**src/rtl/cache_miss_pkg.sv**
```systemverilog
// Shared types and default geometry for the L1 miss/replacement controller.
package cache_miss_pkg;

  localparam int DEF_ASSOCIATIVITY = 4;
  localparam int DEF_ENTRIES       = 256;
  localparam int DEF_INDEX_BITS    = $clog2(DEF_ENTRIES);
  localparam int DEF_WAY_BITS      = $clog2(DEF_ASSOCIATIVITY);
  localparam int DEF_TAG_BITS      = 20;

  typedef enum logic [2:0] {
    IDLE    = 3'd0,
    SELECT  = 3'd1,
    WB_REQ  = 3'd2,
    RF_REQ  = 3'd3,
    RF_WAIT = 3'd4,
    FILL    = 3'd5
  } miss_state_e;

  function automatic int way_bits(input int assoc);
    return $clog2(assoc);
  endfunction

endpackage

```
**src/rtl/cache_miss_ctrl_victim_select.sv**
```systemverilog
// Victim choice: lowest invalid way of the set, else the LRU way.
module victim_select
  import cache_miss_pkg::*;
#(
  parameter int ASSOCIATIVITY = DEF_ASSOCIATIVITY,
  parameter int WAY_BITS      = way_bits(DEF_ASSOCIATIVITY)
) (
  input  logic [ASSOCIATIVITY-1:0] set_valid,
  input  logic [WAY_BITS-1:0]      lru_way,
  output logic [WAY_BITS-1:0]      victim_way,
  output logic                     any_invalid
);

  logic [WAY_BITS-1:0] first_invalid;

  // Scan from the top so the lowest invalid way wins.
  always_comb begin
    first_invalid = '0;
    for (int w = ASSOCIATIVITY - 1; w >= 0; w--) begin
      if (!set_valid[w]) first_invalid = WAY_BITS'(w);
    end
  end

  assign any_invalid = ~&set_valid;
  assign victim_way  = any_invalid ? first_invalid : lru_way;

endmodule

```
**src/rtl/cache_miss_ctrl.sv**
```systemverilog
// L1 miss controller: victim selection, writeback, refill, tag commit,
// and arbitration of the shared LRU update port between hits and fills.
module cache_miss_ctrl
  import cache_miss_pkg::*;
#(
  parameter int ASSOCIATIVITY = DEF_ASSOCIATIVITY,
  parameter int ENTRIES       = DEF_ENTRIES,
  parameter int INDEX_BITS    = $clog2(ENTRIES),
  parameter int WAY_BITS      = way_bits(ASSOCIATIVITY),
  parameter int TAG_BITS      = DEF_TAG_BITS
) (
  input  logic                              clk,
  input  logic                              rst_n,
  input  logic                              hit_valid,
  output logic                              hit_ready,
  input  logic [INDEX_BITS-1:0]             hit_index,
  input  logic [WAY_BITS-1:0]               hit_way,
  input  logic                              miss_valid,
  output logic                              miss_ready,
  input  logic [INDEX_BITS-1:0]             miss_index,
  input  logic [TAG_BITS-1:0]               miss_tag,
  output logic [INDEX_BITS-1:0]             lru_line_selector,
  input  logic [WAY_BITS-1:0]               lru_way,
  output logic                              lru_update,
  output logic [WAY_BITS-1:0]               lru_referenced_set,
  input  logic [ASSOCIATIVITY-1:0]          set_valid,
  input  logic [ASSOCIATIVITY-1:0]          set_dirty,
  input  logic [ASSOCIATIVITY*TAG_BITS-1:0] set_tags,
  output logic [INDEX_BITS-1:0]             tag_rd_index,
  output logic                              wb_valid,
  input  logic                              wb_ready,
  output logic [INDEX_BITS-1:0]             wb_index,
  output logic [WAY_BITS-1:0]               wb_way,
  output logic [TAG_BITS-1:0]               wb_tag,
  output logic                              refill_valid,
  input  logic                              refill_ready,
  output logic [INDEX_BITS-1:0]             refill_index,
  output logic [WAY_BITS-1:0]               refill_way,
  output logic [TAG_BITS-1:0]               refill_tag,
  input  logic                              refill_done,
  output logic                              fill_valid,
  output logic [INDEX_BITS-1:0]             fill_index,
  output logic [WAY_BITS-1:0]               fill_way,
  output logic [TAG_BITS-1:0]               fill_tag
);

  miss_state_e state_q, state_d;

  logic [INDEX_BITS-1:0] miss_index_q;
  logic [TAG_BITS-1:0]   miss_tag_q;
  logic [WAY_BITS-1:0]   way_q;
  logic [TAG_BITS-1:0]   victim_tag_q;

  logic [WAY_BITS-1:0]   victim_way;
  logic                  any_invalid;
  logic                  need_wb;
  logic                  ready_ok;
  logic [TAG_BITS-1:0]   tag_arr [ASSOCIATIVITY];

  genvar gi;
  generate
    for (gi = 0; gi < ASSOCIATIVITY; gi++) begin : g_tag_unpack
      assign tag_arr[gi] = set_tags[gi*TAG_BITS +: TAG_BITS];
    end
  endgenerate

  victim_select #(
    .ASSOCIATIVITY(ASSOCIATIVITY),
    .WAY_BITS     (WAY_BITS)
  ) u_victim_select (
    .set_valid  (set_valid),
    .lru_way    (lru_way),
    .victim_way (victim_way),
    .any_invalid(any_invalid)
  );

  // An invalid victim never needs a writeback, so any_invalid short-circuits it.
  assign need_wb = !any_invalid && set_valid[victim_way] && set_dirty[victim_way];

  always_ff @(posedge clk or negedge rst_n) begin
    if (!rst_n) begin
      state_q      <= IDLE;
      miss_index_q <= '0;
      miss_tag_q   <= '0;
      way_q        <= '0;
      victim_tag_q <= '0;
    end else begin
      state_q <= state_d;
      if (state_q == IDLE && miss_valid) begin
        miss_index_q <= miss_index;
        miss_tag_q   <= miss_tag;
      end
      if (state_q == SELECT) begin
        way_q        <= victim_way;
        victim_tag_q <= tag_arr[victim_way];
      end
    end
  end

  // Readies are held low while reset is asserted so nothing is accepted then.
  assign ready_ok = rst_n;

  always_comb begin
    state_d      = state_q;
    miss_ready   = 1'b0;
    hit_ready    = 1'b0;
    wb_valid     = 1'b0;
    refill_valid = 1'b0;
    fill_valid   = 1'b0;
    unique case (state_q)
      IDLE: begin
        miss_ready = ready_ok;
        hit_ready  = ready_ok;
        if (miss_valid && ready_ok) state_d = SELECT;
      end
      SELECT: begin
        state_d = need_wb ? WB_REQ : RF_REQ;
      end
      WB_REQ: begin
        hit_ready = ready_ok;
        wb_valid  = 1'b1;
        if (wb_ready) state_d = RF_REQ;
      end
      RF_REQ: begin
        hit_ready    = ready_ok;
        refill_valid = 1'b1;
        if (refill_ready) state_d = RF_WAIT;
      end
      RF_WAIT: begin
        hit_ready = ready_ok;
        if (refill_done) state_d = FILL;
      end
      FILL: begin
        fill_valid = 1'b1;
        state_d    = IDLE;
      end
      default: state_d = IDLE;
    endcase
  end

  // Hits own the LRU port except in SELECT (victim read) and FILL (commit).
  always_comb begin
    lru_update         = fill_valid | (hit_valid & hit_ready);
    lru_line_selector  = hit_index;
    lru_referenced_set = hit_way;
    if (state_q == SELECT || state_q == FILL) lru_line_selector = miss_index_q;
    if (state_q == FILL) lru_referenced_set = way_q;
  end

  assign tag_rd_index = miss_index_q;
  assign wb_index     = miss_index_q;
  assign wb_way       = way_q;
  assign wb_tag       = victim_tag_q;
  assign refill_index = miss_index_q;
  assign refill_way   = way_q;
  assign refill_tag   = miss_tag_q;
  assign fill_index   = miss_index_q;
  assign fill_way     = way_q;
  assign fill_tag     = miss_tag_q;

endmodule
```
**config.mk**
```make
export PLATFORM = sky130hd
export DESIGN_NAME = cache_miss_ctrl
export DESIGN_NICKNAME = d
export VERILOG_FILES = /design/src/rtl/cache_miss_pkg.sv /design/src/rtl/cache_miss_ctrl_victim_select.sv /design/src/rtl/cache_miss_ctrl.sv
export SDC_FILE = /design/constraint.sdc
export NUM_CORES = 1
export LEC_CHECK = 0
export ABC_AREA = 1
export BUFFER_PORTS_ARGS = -buffer_cell sky130_fd_sc_hd__buf_2
export CORE_ASPECT_RATIO = 0.7
export CORE_MARGIN = 1.5
export CORE_UTILIZATION = 40
export CTS_CLUSTER_SIZE = 20
export DETAILED_ROUTE_END_ITERATION = 16
export HOLD_SLACK_MARGIN = 0.1
export PLACE_DENSITY = 0.8
export SETUP_SLACK_MARGIN = 0.3
export SLEW_MARGIN = 40
export SYNTH_ARGS = -nofsm -noshare
export SYNTH_HDL_FRONTEND = slang
export SYNTH_HIERARCHICAL = 1
export SYNTH_SLANG_ARGS = --single-unit
```
**constraint.sdc**
```tcl
create_clock -name clk -period 1.6 [get_ports clk]
set_clock_uncertainty 0.05 [all_clocks]
set_input_delay 0.16 -clock clk [delete_from_list [all_inputs] [get_ports clk]]
set_output_delay 0.16 -clock clk [all_outputs]
set_load 0.02 [all_outputs]
```
### Yosys cells after proc, flatten, opt, wreduce, memory -nomap -nowiden

Index checks and enable logic that the tools add are counted.

* register bits: 53
* latch bits: 0
* bits in writable memories: 0
* ROM bits: 0
* input bits: 135
* output and inout bits: 114
* word-level logic and storage cells: 53
* memories kept: 0

* $add $sub $neg: 0
* $mul: 0
* div/mod/pow operators: 0
* $lt $le $gt $ge: 2
* equal/unequal tests: 9
* shift-type cells: 0
* mux-type cells: 25
* bitwise operators: 3
* reduce and logical (&&, ||, !) cells: 9

Operators with widths (number)
* binary-select mux 20 bit (select 2 bit): 1
* two-way mux 20 bit: 2
* case mux 3 bit (5 select lines): 1
* two-way mux 2 bit: 6
* two-way mux 3 bit: 4
* two-way mux 1 bit: 8
* two-way mux 8 bit: 1
* AND reduction 4 bit: 2
* equality test 3 x 2 -> 1 bit, second input constant: 2
* equality test 3 bit, second input constant: 2
* inequality test 2 bit, second input constant: 3
* binary-select mux 1 bit (select 2 bit): 2
* logical AND 1 bit: 4
* OR reduction 4 bit: 1
* equality test 3 x 1 -> 1 bit, second input constant: 1
* greater-or-equal comparator 3 bit, second input constant: 1
* zero test 3 bit: 1
* less-than comparator 2 x 3 -> 1 bit, second input constant: 1
* inverter 2 -> 3 bit: 1
* inequality test 2 x 1 -> 1 bit, second input constant: 1
* AND 1 bit: 1
* logical OR 1 bit: 1
* bitwise OR 1 bit: 1

### Logic depth before layout (Yosys ltp)

* depth after elaboration: 11
* mapped depth: 12

### Modules after synthesis

The synthesis kept the hierarchy.

By module, submodules not included
* cache_miss_ctrl: times used 1, cells an instance 391, area each 3270.6 um^2, seq. area each 1326.3 um^2
* victim_select: times used 1, cells an instance 12, area each 47.5 um^2, seq. area each 0.0 um^2

### Worst setup path before layout

No wires, ideal clock.

* kind: register to register
* from: reg state_q[2]
* to: reg state_q[1]
* library setup time: 0.129 ns
* data arrival time: 1.380 ns
* required time: 1.421 ns
* path slack: 0.041 ns
* cell stages (with the launch flop): 9
* buffers on the path: 0
* period minus slack after synthesis: 1.559 ns
* path through: dfrtp_1 inv_2 nand2_1 nor2_1 nand2_1 nand2_1 nor2_1 o21ai_0 nand3_1

* cells in the longest elaborated chain, start to end: 3
* elaborated cells on any way between the ends: 11
* those cells by class: eq/ne (8); mux (1); reduce/logical (2)

RTL lines
* start, declared: RTL line cache_miss_ctrl.sv:47 `miss_state_e state_q, state_d;`
* start signal, assigned: RTL line cache_miss_ctrl.sv:88 `state_q <= state_d;`
* equality test 3 bit (tied with other cells): RTL line cache_miss_ctrl.sv:110 `unique case (state_q)`
* inequality test 2 bit (no line) or inequality test 2 x 1 -> 1 bit (tied branches)
* AND reduction 4 bit (no line)

Several ways; a longest one is shown, not always the timed one.
A chain may end at the register's enable or synchronous reset.

### Final worst setup path

* from: reg state_q[0]
* to: out lru_update

* cells in the longest elaborated chain, start to end: 5
* elaborated cells on any way between the ends: 10
* those cells by class: eq/ne (4); mux (2); bitwise (2); reduce/logical (2)

RTL lines
* equality test 3 bit (tied with other cells): RTL line cache_miss_ctrl.sv:110
* OR reduction 4 bit (no line)
* two-way mux 1 bit: RTL line cache_miss_ctrl.sv:110
* AND 1 bit: RTL line cache_miss_ctrl.sv:143 `lru_update = fill_valid | (hit_valid & hit_ready);`
* bitwise OR 1 bit (*): RTL line cache_miss_ctrl.sv:143
* end, declared: RTL line cache_miss_ctrl.sv:24 `output logic lru_update,`

Every way passes the cells marked *; elsewhere a longest branch is shown, timed or not.

==> flow_metrics.py <==
metrics = {
    "sta": {
        "tns_ps": -728.9,
        "fin_ws_ps": -81.93,
        "fmax_mhz": 594.6,
        "min_period_over_period": 1.051,
        "hold_violations": 0,
        "tightest_slew_ps": 400.0,
        "setup_viol": 15,
        "grt_setup_unrepaired": "yes",
        "finalMaxSlewViolations": 0,
        "timing.slew.headroom": 0.7333,
        "post-route-min-period_ps": 1682,
    },
    "logic_synthesis": {
        "yosysTopAreaCell": "dfrtp_1",
        "seq_area_frac_synth": 0.3997,
        "syn_area_um2": 3318,
        "ys.flop_type": "dfrtp_1",
        "synthDistinctLibCells": 22,
        "synthArstFlopShare": 1.000,
        "yosys-top-cells-area": "dfrtp_1 40%, nand2_1 12%, buf_4 11%",
        "synth_warnings": 6,
        "netlist_top_cells_count": "110 x nand2_1, 53 x dfrtp_1, 48 x buf_4, 47 x nor2_1, 44 x o21ai_0",
        "ys_seq_elements": 53,
        "syn_inst": 403,
        "synth.most_common_cell": "nand2_1",
        "synth.top_cell.area_share": 0.3997,
        "syn_area_per_cell_um2": 8.234,
        "synth-edff-count": 0,
        "synth_nets": 538,
    },
    "placed_design": {
        "hpwl_um": 7496,
        "io_buffers": 248,
        "routabilityCongestion": 0.8836,
        "dp_slack_ps": 23.38,
        "placed_area_um2": 4377,
    },
    "floorplanning": {
        "die_width_um": 111.9,
        "ios": 249,
        "die_area_um2": 8859,
        "die_y_um": 79.20,
        "core.rowCount": 27,
        "start_util": 0.4180,
        "core_um2": 7939,
    },
    "clock_network": {
        "cts-root-buf": "clkbuf_16",
        "cts_sinks": 53,
        "cts_tree": "yes",
        "path_clk_slew_ps": 70,
        "clockBufferDepth": 2,
        "cts_made_buffers": 5,
        "clk_latency_ps": 280,
        "htree_num_levels": 2,
    },
    "global_route": {
        "gr-usage-all-layers": 0.2492,
        "grt_pass1_wl_um": 17770,
        "grt_max_degree": 43,
        "overflow": 0,
        "grt_pass1_vias": 3572,
        "antenna_found_initial": 0,
    },
    "detailed_routing": {
        "routed_wl_um": 11740,
        "drt_first_iter_violations": 158,
        "drtPass1Iterations": 4,
        "wl_per_cell_um": 15.61,
        "drcViolationCount": 0,
        "viasPerCell": 5.037,
        "dr_total_vias": 3788,
        "ant_nets": 0,
    },
    "layout": {
        "fin_nets": 785,
        "num_antenna_cells": 0,
        "drive_above_1_share": 0.5438,
        "syn_to_final_growth_pct": 58.60,
        "stdcell_area_um2": 5263,
    },
    "worst_setup_path": {
        "max_stage_delay_ps": 420,
        "worst-setup-path-type": "reg -> out",
        "critPathBufInv": 3,
        "worstPathRequired_ps": 1390,
        "crit_fanout": 3,
        "critPathTopFamily": "flip-flops",
        "arrival_ps": 1470,
        "worstSetupEndpointType": "primary output",
        "path_common_cell": "nand2_2",
        "crit_path_start_kind": "flop",
        "cp_slowest_cell": "dfrtp_2",
        "path_cells": "buf_4 > nor2_4 > inv_2 > a21oi_4 > nand2_2 > nand2_2 > buf_6",
    },
    "job": {
        "max_cap_violations": 0,
    },
    "power_and_ir_drop": {
        "total_leakage_power_nw": 2.911,
        "ir_drop_mv": 1.382,
        "power.density_nw_per_um2": 2021,
    },
    "run_status": {
        "violations": "setup timing",
        "status": "complete, but fails checks",
    },
    "worst_hold_path": {
        "hp-class": "in -> reg",
    },
}
-- through the flow --
step	total power [mW]	utilization	std cells	hold WS, ps
after floorplan	7.166	-	403	-185.6
after global placement	8.259	0.5513	694	164.8
after detailed placement	8.338	0.5513	694	174.3
after CTS	10.21	0.6418	741	125.6
after global routing	11.28	0.6629	752	178.1
final	10.64	0.6629	752	136.4
-- cells by family (layout without fill, tap and decap cells) --
| kind of cell | count (synthesis) | count (layout) | share of synthesized area |
|---|---|---|---|
| AND/OR/NAND/NOR | 175 | 175 | 0.2180 |
| buffers and inverters | 80 | 328 | 0.1561 |
| AO/OA/AOI/OAI | 67 | 67 | 0.1086 |
| flip-flops | 53 | 53 | 0.3997 |
| multiplexers | 28 | 28 | 0.1176 |
-- registers in the layout, summed over array words and instances, names as in the netlist --
register    cells
fill_way        2
fill_tag       20
state_q         3
fill_index      8
wb_tag         20
-- tightest hold or removal path, cell delays in order --
cell and delay [ps]:
buf_2 80, inv_1 30, nand2_1 90, nand3_1 70
-- per-layer routing --
metal | part of all wire | GRT usage
met5 | 0 | 0
met4 | 0.019 | 0.08354
met3 | 0.076 | 0.04885
met2 | 0.51 | 0.4530
met1 | 0.39 | 0.2974
-- path summary, 6_finish.rpt --
kind / start / end / slack (ps) / cells past startpoint
min in group asynchronous: rst_n / fill_index[0]$_DFFE_PN0P_ / 470 / 3
max in group asynchronous: rst_n / state_q[2]$_DFFE_PN0P_ / 670 / 3
worst min register to register: wb_tag[17]$_DFFE_PN0N_ / wb_tag[17]$_DFFE_PN0N_ / 430 / 2
worst max-delay path: state_q[0]$_DFFE_PN0P_ / lru_update / -80 / 7
worst max register to register: state_q[0]$_DFFE_PN0P_ / fill_index[6]$_DFFE_PN0P_ / -70 / 7
worst min-delay path: wb_ready / state_q[1]$_DFFE_PN0P_ / 140 / 4
-- final cells by class --
type	count	area, µm²
Clock buffer	7	142.6
Clock inverter	1	30.03
Fill cell	642	2676
Inverter	13	60.06
Multi-Input combinational cell	270	1608
Sequential cell	53	1330
Tap cell	101	126.4
Timing Repair Buffer	305	1953
Timing Repair inverter	2	12.51
-- placed cells by master (no fill, tap or decap), types with 2 or more instances in the layout --
cell           count
mux2_4            28
buf_4             17
nand2_2           14
a21oi_1            2
nand2_4            3
inv_2              5
buf_12             5
dfrtp_2            3
buf_16             2
o21ai_0           36
clkinvlp_4         2
nor3_2             2
clkbuf_16          5
nor2_2             2
nand2_1           94
nor2_4             7
o21ai_1            8
dlygate4sd3_1     29
nand3_1            8
nor2_1            42
nand3b_1           2
inv_1              5
buf_2            233
buf_6             19
dfrtp_1           50
o22ai_1           20
-- power by group --
part | total (mW) | internal [mW] | leakage (nW) | switching, mW
Clock | 1.24 | 0.782 | 0.0841 | 0.460
Sequential | 2.62 | 2.03 | 0.637 | 0.588
Combinational | 6.78 | 2.81 | 2.19 | 3.97
-- repair_timing --
item,4_1_cts,5_1_grt
buffers inserted,8,9
cloned,2,2
resized for setup,44,34
hold buffers,29,0
endpoints found under the setup margin,67,68
hold endpoints to repair,81,0
pin swaps,9,5
No activity file was read; power rests on OpenSTA's default activity.
